### src/rtl/audio_mixer_seq.sv
// Sequential volume-weighted audio mixer: one shared multiplier, one channel per cycle.
// Optional macro AUDIO_MIXER_SATURATE_EN clamps the mix instead of wrapping it.
module audio_mixer_seq #(
  parameter int NUM_CHANNELS = 3,
  parameter int IN_WIDTH     = 9,
  parameter int VOL_WIDTH    = 4,
  parameter int OUT_WIDTH    = 8
) (
  input  logic                              i_clk,
  input  logic                              i_rst,
  input  logic                              i_sample_stb,
  input  logic [NUM_CHANNELS*IN_WIDTH-1:0]  i_channels,
  input  logic [NUM_CHANNELS*VOL_WIDTH-1:0] i_volumes,
  output logic [OUT_WIDTH-1:0]              o_sample,
  output logic                              o_sample_stb,
  output logic                              o_busy,
  output logic                              o_overrun
);

  localparam int IDX_W  = (NUM_CHANNELS > 1) ? $clog2(NUM_CHANNELS) : 1;
  localparam int ACC_W  = IN_WIDTH + VOL_WIDTH + $clog2(NUM_CHANNELS) + 1;
  localparam int PROD_W = IN_WIDTH + VOL_WIDTH;
  localparam int EXT_W  = (ACC_W > OUT_WIDTH) ? ACC_W : OUT_WIDTH;
  localparam logic [OUT_WIDTH-1:0] OUT_MAX = '1;
  localparam logic [IDX_W-1:0]     LAST_IDX = IDX_W'(NUM_CHANNELS - 1);

  typedef enum logic [1:0] {IDLE, ACCUM, DONE} state_t;

  state_t                state_q, state_d;
  logic [IDX_W-1:0]      idx_q, idx_d;
  logic [ACC_W-1:0]      acc_q, acc_d;
  logic [IN_WIDTH-1:0]   ch_q  [NUM_CHANNELS];
  logic [IN_WIDTH-1:0]   ch_d  [NUM_CHANNELS];
  logic [VOL_WIDTH-1:0]  vol_q [NUM_CHANNELS];
  logic [VOL_WIDTH-1:0]  vol_d [NUM_CHANNELS];
  logic [IN_WIDTH-1:0]   ch_in [NUM_CHANNELS];
  logic [VOL_WIDTH-1:0]  vol_in[NUM_CHANNELS];
  logic [OUT_WIDTH-1:0]  sample_q, sample_d;
  logic                  stb_q, stb_d;
  logic                  overrun_q, overrun_d;

  logic [PROD_W-1:0]     prod;
  logic [ACC_W-1:0]      acc_sum;
  logic [EXT_W-1:0]      mix_ext;
  logic [OUT_WIDTH-1:0]  mix_out;

  genvar gi;
  generate
    for (gi = 0; gi < NUM_CHANNELS; gi++) begin : g_unpack
      assign ch_in[gi]  = i_channels[gi*IN_WIDTH +: IN_WIDTH];
      assign vol_in[gi] = i_volumes[gi*VOL_WIDTH +: VOL_WIDTH];
    end
  endgenerate

  // Shared multiplier datapath; the final sum feeds the output directly so
  // o_sample and its strobe both appear in the DONE cycle.
  always_comb begin
    prod    = ch_q[idx_q] * vol_q[idx_q];
    acc_sum = acc_q + ACC_W'(prod);
    mix_ext = EXT_W'(acc_sum) >> VOL_WIDTH;
`ifdef AUDIO_MIXER_SATURATE_EN
    mix_out = (mix_ext > EXT_W'(OUT_MAX)) ? OUT_MAX : mix_ext[OUT_WIDTH-1:0];
`else
    mix_out = mix_ext[OUT_WIDTH-1:0];
`endif
  end

  always_comb begin
    state_d   = state_q;
    idx_d     = idx_q;
    acc_d     = acc_q;
    ch_d      = ch_q;
    vol_d     = vol_q;
    sample_d  = sample_q;
    stb_d     = 1'b0;
    overrun_d = overrun_q;

    case (state_q)
      IDLE: begin
        if (i_sample_stb) begin
          ch_d    = ch_in;
          vol_d   = vol_in;
          acc_d   = '0;
          idx_d   = '0;
          state_d = ACCUM;
        end
      end
      ACCUM: begin
        acc_d = acc_sum;
        if (idx_q == LAST_IDX) begin
          state_d  = DONE;
          sample_d = mix_out;
          stb_d    = 1'b1;
        end else begin
          idx_d = idx_q + 1'b1;
        end
      end
      DONE:    state_d = IDLE;
      default: state_d = IDLE;
    endcase

    if (i_sample_stb && (state_q != IDLE)) overrun_d = 1'b1;
  end

  always_ff @(posedge i_clk) begin
    if (i_rst) begin
      state_q   <= IDLE;
      idx_q     <= '0;
      acc_q     <= '0;
      ch_q      <= '{default: '0};
      vol_q     <= '{default: '0};
      sample_q  <= '0;
      stb_q     <= 1'b0;
      overrun_q <= 1'b0;
    end else begin
      state_q   <= state_d;
      idx_q     <= idx_d;
      acc_q     <= acc_d;
      ch_q      <= ch_d;
      vol_q     <= vol_d;
      sample_q  <= sample_d;
      stb_q     <= stb_d;
      overrun_q <= overrun_d;
    end
  end

  assign o_sample     = sample_q;
  assign o_sample_stb = stb_q;
  assign o_busy       = (state_q != IDLE);
  assign o_overrun    = overrun_q;

endmodule

### config.mk
export PLATFORM = sky130hd
export DESIGN_NAME = audio_mixer_seq
export DESIGN_NICKNAME = d
export VERILOG_FILES = /design/src/rtl/audio_mixer_seq.sv
export SDC_FILE = /design/constraint.sdc
export NUM_CORES = 1
export LEC_CHECK = 0
export BUFFER_PORTS_ARGS = -buffer_cell sky130_fd_sc_hd__buf_2
export CORE_ASPECT_RATIO = 0.8
export CORE_MARGIN = 1
export CORE_UTILIZATION = 50
export CTS_CLUSTER_DIAMETER = 50
export DETAILED_ROUTE_END_ITERATION = 16
export PLACE_DENSITY = 0.7
export SLEW_MARGIN = 20
export SYNTH_ARGS = -nofsm -noshare
export SYNTH_HDL_FRONTEND = slang
export SYNTH_SLANG_ARGS = --single-unit
export TNS_END_PERCENT = 30
### constraint.sdc
create_clock -name i_clk -period 10.92 [get_ports i_clk]
set_clock_uncertainty 0.05 [all_clocks]
set_input_delay 1.638 -clock i_clk [delete_from_list [all_inputs] [get_ports i_clk]]
set_output_delay 1.638 -clock i_clk [all_outputs]
set_load 0.01 [all_outputs]
## Yosys cells after proc, flatten, opt, wreduce, memory -nomap -nowiden

Index checks and enable logic that the tools add are counted.
Widths: inputs -> output; s select.

- Output and inout bits: 11
- Register bits: 69
- Logic and storage cells: 48
- Bits of input ports: 42

- Multiply operators: 1
- Multiplexer cells: 15
- Reductions and logical operators: 10
- $lt $le $gt $ge: 1
- Bitwise gates (word level): 2
- Equality and inequality tests: 5
- Add/subtract/negate cells: 2

Operators with widths:

| kind | number |
|---|---|
| $pmux 16 s2 | 1 |
| $bmux 9 s2 | 1 |
| $mux 9 | 2 |
| $add 16x13->16 | 1 |
| $mux 16 | 1 |
| $mul 9x4->13 | 1 |
| $bmux 4 s2 | 1 |
| $mux 2 | 4 |
| $mux 4 | 2 |
| $pmux 2 s2 | 2 |
| $reduce_and 2->1 | 4 |
| $ne 2x2->1 const B | 3 |
| $reduce_bool 2->1 | 2 |
| $ge 3x3->1 const B | 1 |
| $not 2->3 | 1 |
| $reduce_and 3->1 | 1 |
| $add 2x1->2 const B | 1 |
| $eq 2x1->1 const B | 1 |
| $eq 2x2->1 const B | 1 |
| $logic_not 2->1 | 1 |
| $reduce_or 2->1 | 1 |
| $logic_and 1x1->1 | 1 |
| $mux 1 | 1 |
| $not 1->1 | 1 |

## Depth between registers and ports, before layout

- Word-level depth: 7
- Gate-level depth with buffers: 19
- Mapped depth without buffers: 17

## Least setup slack after synthesis

Ideal clock, no wire load.

- Path type: register -> register
- Start point: register idx_q[1]
- End point: register sample_q[7] (netlist: o_sample[7])
- Buffers on the path: 2
- Slack: 6.422 ns
- Data arrival time: 4.362 ns
- Clock period less this slack: 4.498 ns
- Library setup time: 0.086 ns
- Stages on the path, launching flop included: 17
- Cell sequence: dfxtp_1 buf_4 nor2b_2 buf_2 a21oi_1 or2_2 fa_1 fa_1 fa_1 inv_1 ha_1 nor2b_4 o21a_1 a311o_2 a211oi_4 xor2_1 a211oi_1

- Cells in the longest elaborated chain, start to end: 6
- Elaborated cells on any way between the ends: 11

RTL lines:

| item | RTL line | text |
|---|---|---|
| start, declared | 30 | `logic [IDX_W-1:0] idx_q, idx_d;` |
| start signal, assigned | 117 | `idx_q <= idx_d;` |
| $not 2->3 (not written as such) | 58 | `prod = ch_q[idx_q] * vol_q[idx_q];` |
| $bmux 9 s2 / $bmux 4 s2 (equally long branches) | 58 |  |
| $mux 9 (not written as such) / $mux 4 (equally long branches) (2 in a row) | 58 |  |
| $mul 9x4->13 | 58 |  |
| $add 16x13->16 | 59 | `acc_sum = acc_q + ACC_W'(prod);` |
| end signal, assigned | 121 | `sample_q <= sample_d;` |
| end, declared | 38 | `logic [OUT_WIDTH-1:0] sample_q, sample_d;` |

Several ways; a longest one is shown, not always the timed one. The select of a mux whose other input is x is not followed.
A chain may end at the register's enable or synchronous reset.

## Final worst setup path

- Start point: register idx_q[0]
- End point: register sample_q[5] (netlist: o_sample[5])

The elaborated chain is that of the path after synthesis.

==> flow_summary.ini <==
[routing]
viasPerCell = 5.19
drc = 0
detail-route-antenna-nets = 0
wirelength_um = 8560
firstDrtPassIters = 4
dr_total_vias = 3376
drt_iter0_drc = 221
wl_per_cell_um = 13.2

[placed_design]
place_congestion = 0.899
dp.cells = 634
detailed_place_hpwl_um = 6390
port_buffers = 52

[timing]
rsz0062_at_grt = no
worst_slew_pin_slew_ns = 0.903
finalSetupTns_ns = 0
fin_crit_sh_pct = 49.0
timing.hold.ws_ns = 0.405
setup_violations = 0
fmax_mhz = 187
maxSlewViolCount = 0
max-slew-margin-rel_pct = 39.7
hold_violations = 0
min_period_ns = 5.35

[yosys]
yosys_warnings = 0
synthTopCellsByCount = nand2_1 (100), a21oi_1 (66), dfxtp_1 (65)
synth_cell_type_count = 41
synth_top_family_by_area = simple AND/OR/NAND/NOR gates
synth-edff-count = 0
synthMuxAreaShare_pct = 3.30
yosys.area_share.adder_pct = 17.7
syn_avg_cell_area_um2 = 7.86
synth_area_um2 = 3940
yosys.area.top_type_share_pct = 33.0
synth-compound-area-share_pct = 13.8
yosys.area.top_type = dfxtp_1
synth-main-ff-cell = dfxtp_1
seq_area_frac_synth_pct = 33.0
synthSimpleGateAreaFrac_pct = 22.0
synth_seq_cells = 65
synth_xor_area_share_pct = 2.67
ys_top_cells_by_area = dfxtp_1 (33%), fa_1 (12%), nand2_1 (9.5%)
synthCells = 501
yosysMostFrequentCell = nand2_1
synthArstFlopShare_pct = 0
synth_fp_nets = 585

[critical_path]
cp-start-kind = flip-flop
critPathSlowestCell = dfxtp_1
worstPathArrival_ns = 5.51
cp_slowest_stage_delay_ns = 0.92
crit_type = flip-flop to flip-flop
crit_top_cell = fa_1
cp_cell_sequence = nor2b_2 -> a21oi_1 -> or2_2 -> fa_1 -> fa_1 -> fa_1 -> inv_1 -> ha_1 -> nor2b_4 -> o21a_1 -> a311o_2 -> a31oi_1 -> xor2_1 -> o31ai_1
rr_worst_depth = 14
cp_data_required_time_ns = 11.08
end_kind = flip-flop
crit_fanout = 17

[pwr]
p_seq_share_pct = 49.3
clkPwrFrac_pct = 35.5
p_sw_share_pct = 30.8
p_comb_share_pct = 15.2
irDropWorstVdd_mv = 0.0821
p_int_mw = 0.361
p_per_area_nw_per_um2 = 118
power.leakage_nw = 1.92
power_switching_mw = 0.161

[min_path]
hp-class = flip-flop to flip-flop
holdPathStages = 2

[global_route]
grt-ovfl-total = 0
grt_start_max_net_pins = 73
grt_use_total_pct = 22.5
grt_util_met3_pct = 6.28
gr-usage-met2_pct = 33.3
use_met1_pct = 32.0
grt_busiest_layer = met2
grt_pass1_wl_um = 14100
antenna_found_initial = 0
grt_pass1_vias = 2994

[cts]
cts_post_setup_buffers_inserted = 0
cts-root-buf = clkbuf_8
htree_levels = 3
ctsResizeCount = 0
cts_hold_buf = 0
cts_tree = done
cts_made_buffers = 9
path_clk_slew_ns = 0.08
clk_path_buf_depth = 2
insertion_delay_ns = 0.35
cts_sinks = 65

[final_layout]
diodes = 0
area_delta_synth_final_pct = 12.1
fin_util_pct = 58.9
final_nets = 624
fin_cells = 650
drive_gt1_share_pct = 14.7

[run]
drv_cap = 0

[floorplan]
start_util_pct = 52.6
die_x_um = 101
die_area_um2 = 8240
rows = 28
ios = 53
die_h_um = 81.4
core_um2 = 7500

[status]
outcome = finished clean
layout make-up:
class | instances | area [um^2]
multi-input combinational | 360 | 2340
clock buffer | 9 | 124
sequential | 65 | 1300
clock inverter | 7 | 53.8
inverter | 49 | 184
fill | 708 | 3080
tap | 105 | 131
timing repair buffer | 55 | 283
metrics by stage:
stage	area, um^2	power [mW]	setup slack, ns
2_1_floorplan	3940	0.318	6.42
3_3_place_gp	4240	0.340	5.79
3_5_place_dp	4240	0.342	5.58
4_1_cts	4420	0.527	5.57
5_1_grt	4420	0.552	5.20
6_report	4420	0.523	5.57
path summary, 6_finish.rpt:
check / start / endpoint / slack (ns)
min reg2reg: o_sample[0] / o_sample[0] / 0.41
max: idx_q[0] / o_sample[5] / 5.57
max reg2reg: idx_q[0] / o_sample[5] / 5.57
min: o_sample[0] / o_sample[0] / 0.41
critical path, delay by kind of cell, from the launching register on:
kind	cells	cell delay [ns]
DFF	1	0.92
and+or+nand+nor	3	0.65
AOI/OAI and AO/OA	5	1.53
adders and majority gates	4	1.78
xor gates and xnor gates	1	0.22
buffers and inverters	1	0.04
layout by cell type, fill, tap and decap left out, types with 2 or more instances in the layout:
| cell | netlist | layout |
|---|---|---|
| and2_1 | 2 | 2 |
| nor3_1 | 3 | 3 |
| dfxtp_1 | 65 | 65 |
| a31oi_1 | 3 | 3 |
| nand2b_1 | 7 | 7 |
| buf_2 | 4 | 52 |
| o2bb2ai_1 | 2 | 2 |
| nor2_1 | 54 | 54 |
| or2_2 | 5 | 5 |
| nand4b_1 | 3 | 3 |
| clkbuf_8 | 0 | 9 |
| nor2b_1 | 3 | 3 |
| o21a_1 | 4 | 4 |
| fa_1 | 23 | 23 |
| o21ai_0 | 8 | 8 |
| nand3_1 | 10 | 10 |
| a21oi_1 | 66 | 66 |
| a21o_1 | 3 | 3 |
| nand2_1 | 100 | 100 |
| clkinvlp_4 | 0 | 3 |
| mux2i_1 | 13 | 13 |
| xnor2_1 | 6 | 6 |
| a211oi_1 | 3 | 3 |
| ha_1 | 19 | 19 |
| or4_1 | 3 | 3 |
| inv_1 | 49 | 49 |
| inv_6 | 0 | 2 |
| xor2_1 | 6 | 6 |
| buf_4 | 2 | 3 |
flip-flops by register name (all words and copies together), names as in the netlist:
| name | flops |
|---|---|
| ch_q | 27 |
| acc_q | 12 |
| vol_q | 12 |
| o_sample | 8 |
| idx_q | 2 |
| state_q | 2 |
| o_overrun | 1 |
| o_sample_stb | 1 |
metal layers:
metal / wire length, um / part of all wire [%]
met5: 0 / 0
met4: 95 / 1.1
met3: 456 / 5.3
met2: 3740 / 44
met1: 4270 / 50
cells by family after synthesis:
group / Yosys count
AND/OR/NAND/NOR: 198
AO/OA/AOI/OAI: 95
buffers and inverters: 76
flip-flops: 65
adder cells (fa/ha/maj): 42
multiplexers: 13
XOR/XNOR: 12
power groups by stage:
stage | Sequential (mW) | Clock [mW] | Combinational, mW
after global placement | 0.263 | 0 | 0.0771
final | 0.258 | 0.185 | 0.0793
after floorplan | 0.258 | 0 | 0.0600
after detailed placement | 0.263 | 0 | 0.0790
after CTS | 0.258 | 0.190 | 0.0795
after global routing | 0.259 | 0.203 | 0.0899
(Power assumes the default switching activity.)
